[src/rtl/chip8_kb_pkg.sv]
// Shared constants and types for the CHIP-8 hex keypad scanner.
package chip8_kb_pkg;

   localparam int EVT_W          = 8;
   localparam int EVT_PRESS_BIT  = 7;
   localparam int EVT_FIFO_DEPTH = 4;

   // Physical [row][col] position to CHIP-8 key number (COSMAC VIP layout).
   localparam logic [3:0] KEYMAP [4][4] = '{
      '{4'h1, 4'h2, 4'h3, 4'hC},
      '{4'h4, 4'h5, 4'h6, 4'hD},
      '{4'h7, 4'h8, 4'h9, 4'hE},
      '{4'hA, 4'h0, 4'hB, 4'hF}
   };

   typedef enum logic [1:0] {
      ST_DRIVE   = 2'd0,
      ST_SAMPLE  = 2'd1,
      ST_COMPARE = 2'd2,
      ST_EMIT    = 2'd3
   } kb_state_t;

   // Event byte in the legacy get_key format: {pressed, 3'b0, key}.
   function automatic logic [EVT_W-1:0] evt_pack(input logic pressed, input logic [3:0] key);
      logic [EVT_W-1:0] e;
      e                = '0;
      e[EVT_PRESS_BIT] = pressed;
      e[3:0]           = key;
      return e;
   endfunction

endpackage

[src/rtl/chip8_evt_fifo.sv]
// Four-entry first-word-fall-through event queue with a sticky drop flag.
module chip8_evt_fifo
   import chip8_kb_pkg::*;
(
   input  logic             clk_in,
   input  logic             rst_n_in,
   input  logic             push,
   input  logic [EVT_W-1:0] push_data,
   input  logic             evt_ready,
   output logic             evt_valid,
   output logic [EVT_W-1:0] evt_data,
   output logic             overflow_out
);

   localparam int PW = $clog2(EVT_FIFO_DEPTH);

   logic [EVT_W-1:0] mem [EVT_FIFO_DEPTH];
   logic [PW-1:0]    wr_ptr, rd_ptr;
   logic [PW:0]      count;
   logic             full, pop, push_ok;

   assign full      = (count == (PW+1)'(EVT_FIFO_DEPTH));
   assign evt_valid = (count != '0);
   assign pop       = evt_valid && evt_ready;
   // A pop in the same cycle frees the slot, so a push into a full queue still lands.
   assign push_ok   = push && (!full || pop);
   // Empty queue presents zero so the head never shows stale data.
   assign evt_data  = evt_valid ? mem[rd_ptr] : '0;

   // Storage; contents are don't-care while the slot is not counted.
   always_ff @(posedge clk_in) begin
      if (push_ok) mem[wr_ptr] <= push_data;
   end

   // Pointers, occupancy and the sticky drop flag.
   always_ff @(posedge clk_in or negedge rst_n_in) begin
      if (!rst_n_in) begin
         wr_ptr       <= '0;
         rd_ptr       <= '0;
         count        <= '0;
         overflow_out <= 1'b0;
      end else begin
         if (push_ok) wr_ptr <= wr_ptr + 1'b1;
         if (pop)     rd_ptr <= rd_ptr + 1'b1;
         case ({push_ok, pop})
            2'b10:   count <= count + 1'b1;
            2'b01:   count <= count - 1'b1;
            default: ;
         endcase
         if (push && !push_ok) overflow_out <= 1'b1;
      end
   end

endmodule

[src/rtl/chip8_keypad_scanner.sv]
// 4x4 hex keypad matrix scanner with whole-frame debounce and a press/release event queue.
module chip8_keypad_scanner
   import chip8_kb_pkg::*;
#(
   parameter int SETTLE_CYCLES  = 16,
   parameter int DEBOUNCE_SCANS = 4
) (
   input  logic             clk_in,
   input  logic             rst_n_in,
   output logic [3:0]       col_out,
   input  logic [3:0]       row_in,
   output logic [15:0]      keys_out,
   output logic             evt_valid,
   output logic [EVT_W-1:0] evt_data,
   input  logic             evt_ready,
   output logic             overflow_out
);

   localparam int CW = (SETTLE_CYCLES > 1) ? $clog2(SETTLE_CYCLES) : 1;
   localparam logic [CW-1:0] SETTLE_LAST = CW'(SETTLE_CYCLES - 1);
   localparam logic [3:0]    STAB_MAX    = 4'(DEBOUNCE_SCANS);

   if (SETTLE_CYCLES < 3) begin : g_bad_settle
      $error("SETTLE_CYCLES must cover the two-flop row synchronizer");
   end
   if (DEBOUNCE_SCANS < 1 || DEBOUNCE_SCANS > 15) begin : g_bad_debounce
      $error("DEBOUNCE_SCANS must be within 1..15");
   end

   kb_state_t        state;
   logic [1:0]       col_idx;
   logic [CW-1:0]    settle_cnt;
   logic [3:0]       emit_k;
   logic [3:0]       row_meta, row_sync;
   logic [15:0]      raw, prev_raw, diff;
   logic [3:0]       stab, stab_nxt;
   logic             commit;
   logic             push;
   logic [EVT_W-1:0] push_data;

   // Two-flop synchronizer on the asynchronous row sense lines.
   always_ff @(posedge clk_in or negedge rst_n_in) begin
      if (!rst_n_in) begin
         row_meta <= '0;
         row_sync <= '0;
      end else begin
         row_meta <= row_in;
         row_sync <= row_meta;
      end
   end

   // Column drive; gated by reset so the matrix is idle while reset is held.
   always_comb begin
      col_out = 4'hF;
      if (rst_n_in && (state == ST_DRIVE || state == ST_SAMPLE)) col_out[col_idx] = 1'b0;
   end

   // Debounce counter update and commit decision for the frame just completed.
   always_comb begin
      if (raw == prev_raw) stab_nxt = (stab >= STAB_MAX) ? STAB_MAX : stab + 4'd1;
      else                 stab_nxt = 4'd1;
      commit = (stab_nxt == STAB_MAX) && (raw != keys_out);
   end

   // Scan / debounce / emit sequencer.
   always_ff @(posedge clk_in or negedge rst_n_in) begin
      if (!rst_n_in) begin
         state      <= ST_DRIVE;
         col_idx    <= '0;
         settle_cnt <= '0;
         emit_k     <= '0;
         raw        <= '0;
         prev_raw   <= '0;
         diff       <= '0;
         stab       <= '0;
         keys_out   <= '0;
      end else begin
         case (state)
            ST_DRIVE: begin
               if (settle_cnt == SETTLE_LAST) begin
                  settle_cnt <= '0;
                  state      <= ST_SAMPLE;
               end else begin
                  settle_cnt <= settle_cnt + 1'b1;
               end
            end
            ST_SAMPLE: begin
               // Rows are active-low; store 1 = pressed at the mapped key position.
               for (int r = 0; r < 4; r++) raw[KEYMAP[r][col_idx]] <= ~row_sync[r];
               if (col_idx == 2'd3) begin
                  state <= ST_COMPARE;
               end else begin
                  col_idx <= col_idx + 1'b1;
                  state   <= ST_DRIVE;
               end
            end
            ST_COMPARE: begin
               stab     <= stab_nxt;
               prev_raw <= raw;
               col_idx  <= '0;
               if (commit) begin
                  diff     <= raw ^ keys_out;
                  keys_out <= raw;
                  emit_k   <= '0;
                  state    <= ST_EMIT;
               end else begin
                  state <= ST_DRIVE;
               end
            end
            ST_EMIT: begin
               emit_k <= emit_k + 1'b1;
               if (emit_k == 4'hF) state <= ST_DRIVE;
            end
            default: state <= ST_DRIVE;
         endcase
      end
   end

   // One event per changed key, ascending key order; keys_out already holds the new level.
   assign push      = (state == ST_EMIT) && diff[emit_k];
   assign push_data = evt_pack(keys_out[emit_k], emit_k);

   chip8_evt_fifo u_fifo (
      .clk_in       (clk_in),
      .rst_n_in     (rst_n_in),
      .push         (push),
      .push_data    (push_data),
      .evt_ready    (evt_ready),
      .evt_valid    (evt_valid),
      .evt_data     (evt_data),
      .overflow_out (overflow_out)
   );

endmodule
[config.mk]
export PLATFORM = sky130hd
export DESIGN_NAME = chip8_keypad_scanner
export DESIGN_NICKNAME = d
export VERILOG_FILES = /design/src/rtl/chip8_kb_pkg.sv /design/src/rtl/chip8_evt_fifo.sv /design/src/rtl/chip8_keypad_scanner.sv
export SDC_FILE = /design/constraint.sdc
export NUM_CORES = 1
export LEC_CHECK = 0
export ABC_AREA = 1
export CORE_MARGIN = 1
export CORE_UTILIZATION = 64
export DETAILED_ROUTE_END_ITERATION = 10
export HOLD_SLACK_MARGIN = 0.03
export PLACE_DENSITY = 0.85
export SLEW_MARGIN = 25
export SYNTH_ARGS = -nofsm -noshare
export SYNTH_HDL_FRONTEND = slang
export SYNTH_SLANG_ARGS = --single-unit
[constraint.sdc]
create_clock -name clk_in -period 6.25 [get_ports clk_in]
set_clock_uncertainty 0.2 [all_clocks]
set_input_delay 1.875 -clock clk_in [delete_from_list [all_inputs] [get_ports clk_in]]
set_output_delay 1.875 -clock clk_in [all_outputs]
set_load 0.02 [all_outputs]
# Word-level counts from Yosys, hierarchy flattened
# Memory sizes are Yosys's and may differ from the RTL's.
# Cells that the tools add are included.
# word_totals
mem_count	1
latch_bits	0
register_bits	96
rom_bits	0
ramBits	20
# op_classes
order_cmp	13
bitwise_logic	7
multipliers	0
n_div	0
shifts	0
muxes	47
eq_ne	16
n_reduce_logical	24
addsub	8
# mem_list
memory	words	word_bits	read_ports	rd_clocked_by_memory_dff	write_ports	line	text
u_fifo.mem	4	5	1	0	1	chip8_evt_fifo.sv:17	logic [EVT_W-1:0] mem [EVT_FIFO_DEPTH];
# ops
cell	n
$bwmux W16	4
$mux W4	13
$bmux W4 S2	4
$lt A4 B5 Y1 const B	5
$demux W1 S4	4
$eq A16 B16 Y1	1
$ge A4 B1 Y1 const B	4
$ne A16 B16 Y1	1
$xor A16 B16 Y16	1
$add A4 B1 Y4 const B	3
$logic_and A1 B1 Y1	11
$mux W2	5
$mux W1	9
$bmux W1 S4	2
$eq A2 B2 Y1 const B	4
$eq A4 B4 Y1 const B	2
$mux W8	1
$pmux W2 S4	1
$pmux W4 S2	1
$reduce_and A2 Y1	4
$add A2 B1 Y2 const B	3
$ne A2 B2 Y1 const B	3
$pmux W3 S2	1
$reduce_bool A2 Y1	3
other kinds (19)	25

# Logic depth before layout (Yosys ltp)
# depth
depth_word	12
ltp_mapped	17

# Hierarchy
# Synthesis repeated with hierarchy kept, for this count alone.
# hier_totals
cells_unflattened	794
hier_area_um2	6543.8
# by_module_without_submodules
mod	instances	cells_each	area_per_inst_um2
chip8_keypad_scanner	1	608	4667.0
chip8_evt_fifo	1	186	1876.8

# Least setup slack after synthesis
# No wires, ideal clock.
# synth_path
path_kind	input-to-output
startpoint	in rst_n_in
endpoint	out col_out[0]
arrival_time_ns	2.053
t_required_ns	4.175
n_path_buf	0
path_stages	1
setup_slack_ns	2.122
path_cell_list	nand3_1
# synth_via
elab_chain_len	2
# synth_lines
element	line	text
start, declared	chip8_keypad_scanner.sv:9	input logic rst_n_in,
$logic_and A1 B1 Y1	chip8_keypad_scanner.sv:55	if (rst_n_in && (state == ST_DRIVE || state == ST_SAMPLE)) col_out[col_idx] = 1'b0;
$mux W4	chip8_keypad_scanner.sv:55	
end, declared	chip8_keypad_scanner.sv:10	output logic [3:0] col_out,
# Every way passes these cells.

# Worst setup path after layout
# layout_path
startpoint	in rst_n_in
endpoint	out col_out[3]
# The elaborated chain is that of the path after synthesis.

==> reports/summary.txt <==
Status - finished, final reports clean
RSZ-0062 raised after global routing - no
Layout cells sized above 1 - 10.2%
GR Util met3 - 7.19%
Most common cell after layout, fill and taps aside - nand2_1
Worst Max-Slew Pin Slew - 0.938 ns
First-pass DRT Iterations - 5
TritonCTS clock tree - built
Required time worst endpoint - 4.18 ns
Largest net degree at the start of global routing - 65
Hold_buf cts - 0
Worst slack at placement - 1.11 ns
Type of origin of the critical path - primary input
Drc violations - 0
Final Hold Vio Count - 0
Longest Clk Path Bufs - 2
Final HPWL DP - 8430 µm
Cells after synthesis - 629
Core area - 8680 µm²
Fin crit share - 81.6%
Final nets - 687
Post-layout minimum cycle time - 5.10 ns
Antenna violations before repair - 0
Antenna cells - 0
Clock Latency Late Sink - 0.52 ns
Number of synthesized register bits - 116
DIE WIDTH - 96.3 µm
Iter 0 DRT Violations - 299
Synth unique cells - 37
Post-cts sizing count - 0
Worst-path fanout max - 39
Most frequent cells in the layout - 134 x nand2_1, 96 x dfrtp_1, 67 x inv_1
Met2 GRT Util - 52.5%
GR peak layer - met2
CP cell instances - buf_4 > nand3_1 > clkdlybuf4s50_1
# port buffers - 33
Die span in y - 96.3 µm
Total global-route track usage - 29.8%
Total Wirelength - 12700 µm
Post-CTS setup buffer count - 0
Post-route ant nets - 0
Initial Utilization - 65.6%
WL/cell - 16.1 µm
Fmax - 0.196 GHz
Yosys warning count - 0
First-pass GRT wire length - 20100 µm
Worst Reg-to-Reg Cells - 8
CP max-delay cell - clkdlybuf4s50_1
H-tree Lvls - 4
Leak - 3.14 nW
Vias/cell - 5.65
Hold crit path type - flip-flop to flip-flop
Root buffer cell - clkbuf_8
Worst stage delay on the critical path - 0.57 ns
Critical path type - primary input to output pin
Post-route setup slack - 1.15 ns
Crit path max-delay family - buffers and inverters
Pwr Density - 300 nW/µm²
Post-Syn Area - 5690 µm²
Number of global-route vias before repair - 4366
CP bufs+invs - 2
Die Area - 9280 µm²
Core Rows - 34
Max-Cap Viols - 0
Endpoint class of the critical path - output pin
Area growth from synthesis to layout - 16.2%
Placer Congestion - 0.897
Met1 Usage GRT - 34.3%
IO Pins - 37
CTS sink count - 116
Crit path DAT - 3.03 ns
Register area share after synthesis - 52.7%
Via count - 4444
Setup Viol. Count Final - 0
Syn_area_per_cell - 9.05 µm²
Slew headroom - 37.1%
Crit path depth - 3
Overflow after GRT - 0
CTS clock-pin slew for the worst setup and hold paths - 0.06 ns
Worst IR drop on VDD - 0.177 mV
Slew Viols, Final - 0
Hold depth - 0
Inserted Clock Buffers - 17
Fin Setup TNS - 0 ns
[logic make-up (layout without fill, tap and decap cells)]
logic type	Yosys count	after routing	share of synthesized area [%]
other	1	3	0.0659
adders and majority gates	15	15	3.43
DFF	116	116	52.7
AOI/OAI and AO/OA	120	120	13.0
buffers and inverters	91	138	7.05
and+or+nand+nor	252	252	18.5
xor gates and xnor gates	34	34	5.23
[cells in the mapped netlist]
cell type | number | share of area, %
conb_1 | 1 | 0.066
nand3_1 | 41 | 3.6
o32ai_1 | 1 | 0.15
nor3_1 | 2 | 0.18
dfrtp_1 | 96 | 42
a21oi_2 | 1 | 0.15
buf_4 | 3 | 0.40
o21bai_1 | 1 | 0.13
o211ai_1 | 3 | 0.40
buf_2 | 3 | 0.26
clkbuf_1 | 7 | 0.46
a21o_1 | 1 | 0.13
o21ai_2 | 26 | 4.0
nor2_1 | 62 | 4.1
nor2_2 | 2 | 0.22
nand4_1 | 5 | 0.55
a22oi_1 | 4 | 0.53
or2_2 | 1 | 0.11
xor2_1 | 13 | 2.0
inv_2 | 3 | 0.20
inv_1 | 67 | 4.4
nand3b_1 | 1 | 0.13
nand2_2 | 1 | 0.11
ha_1 | 14 | 3.1
o221ai_1 | 1 | 0.15
fa_1 | 1 | 0.35
o21ai_0 | 61 | 5.4
o22ai_1 | 5 | 0.55
nand2_1 | 134 | 8.8
buf_6 | 6 | 1.2
a21oi_1 | 16 | 1.4
clkinv_1 | 2 | 0.13
xnor2_1 | 21 | 3.2
nor3_4 | 1 | 0.29
nor2_4 | 1 | 0.20
edfxtp_1 | 20 | 11
nand2_4 | 1 | 0.20
[through the flow]
step	instances	total power, mW	area (µm²)	hold slack (ns)	util (%)
floorplan	631	0.987	5700	0.131	-
global placement	754	1.06	6040	0.131	69.6
detailed placement	754	1.08	6040	0.137	69.6
CTS	786	2.00	6610	0.150	76.2
global route	786	2.07	6610	0.153	76.2
finish	786	1.99	6610	0.147	76.2
[worst reg2reg max path: cells and delay by family, from the launching register on]
| family | cells | cell delay (ns) |
|---|---|---|
| buf+inv | 1 | 0.68 |
| flops | 1 | 0.87 |
| simple gates | 7 | 1.34 |
[path summary, 6_finish.rpt]
kind	start	endpoint	slack (ns)
min in group asynchronous	rst_n_in	u_fifo.rd_ptr[1]	1.11
setup reg to reg	emit_k[0]	u_fifo.mem[0][2]	2.79
setup / recovery	rst_n_in	col_out[3]	1.15
hold reg to reg	row_meta[0]	row_sync[0]	0.15
hold / removal	row_meta[0]	row_sync[0]	0.15
max in group asynchronous	rst_n_in	prev_raw[4]	3.56
[where the power goes]
part           switching (mW)  internal [mW]  total (mW)
Sequential             0.0309          0.790       0.821
Clock                   0.332          0.590       0.922
Combinational           0.143          0.101       0.244
Total                   0.506           1.48        1.99
[per-layer routing]
| metal | up-vias | wire length [µm] |
|---|---|---|
| met4 | 0 | 308 |
| met3 | 29 | 568 |
| li1 | 2107 | - |
| met5 | - | 0 |
| met1 | 2162 | 5070 |
| met2 | 146 | 6740 |
[registers in the layout, summed over array words and instances, names as in the netlist, 3 cells and up]
name,flops
keys_out,16
u_fifo.count,3
settle_cnt,4
u_fifo.mem,20
row_meta,4
row_sync,4
stab,4
raw,16
prev_raw,16
emit_k,4
diff,16
[cell type report]
class,instances,area [µm²]
inverters,72,270
well taps,108,135
multi-input cells,424,2300
flip-flops and latches,116,3000
fillers,584,2060
repair buffers,34,335
clock buffers,24,502
clock inverters,8,72.6
Note: power is estimated with default switching activity, not from simulation.
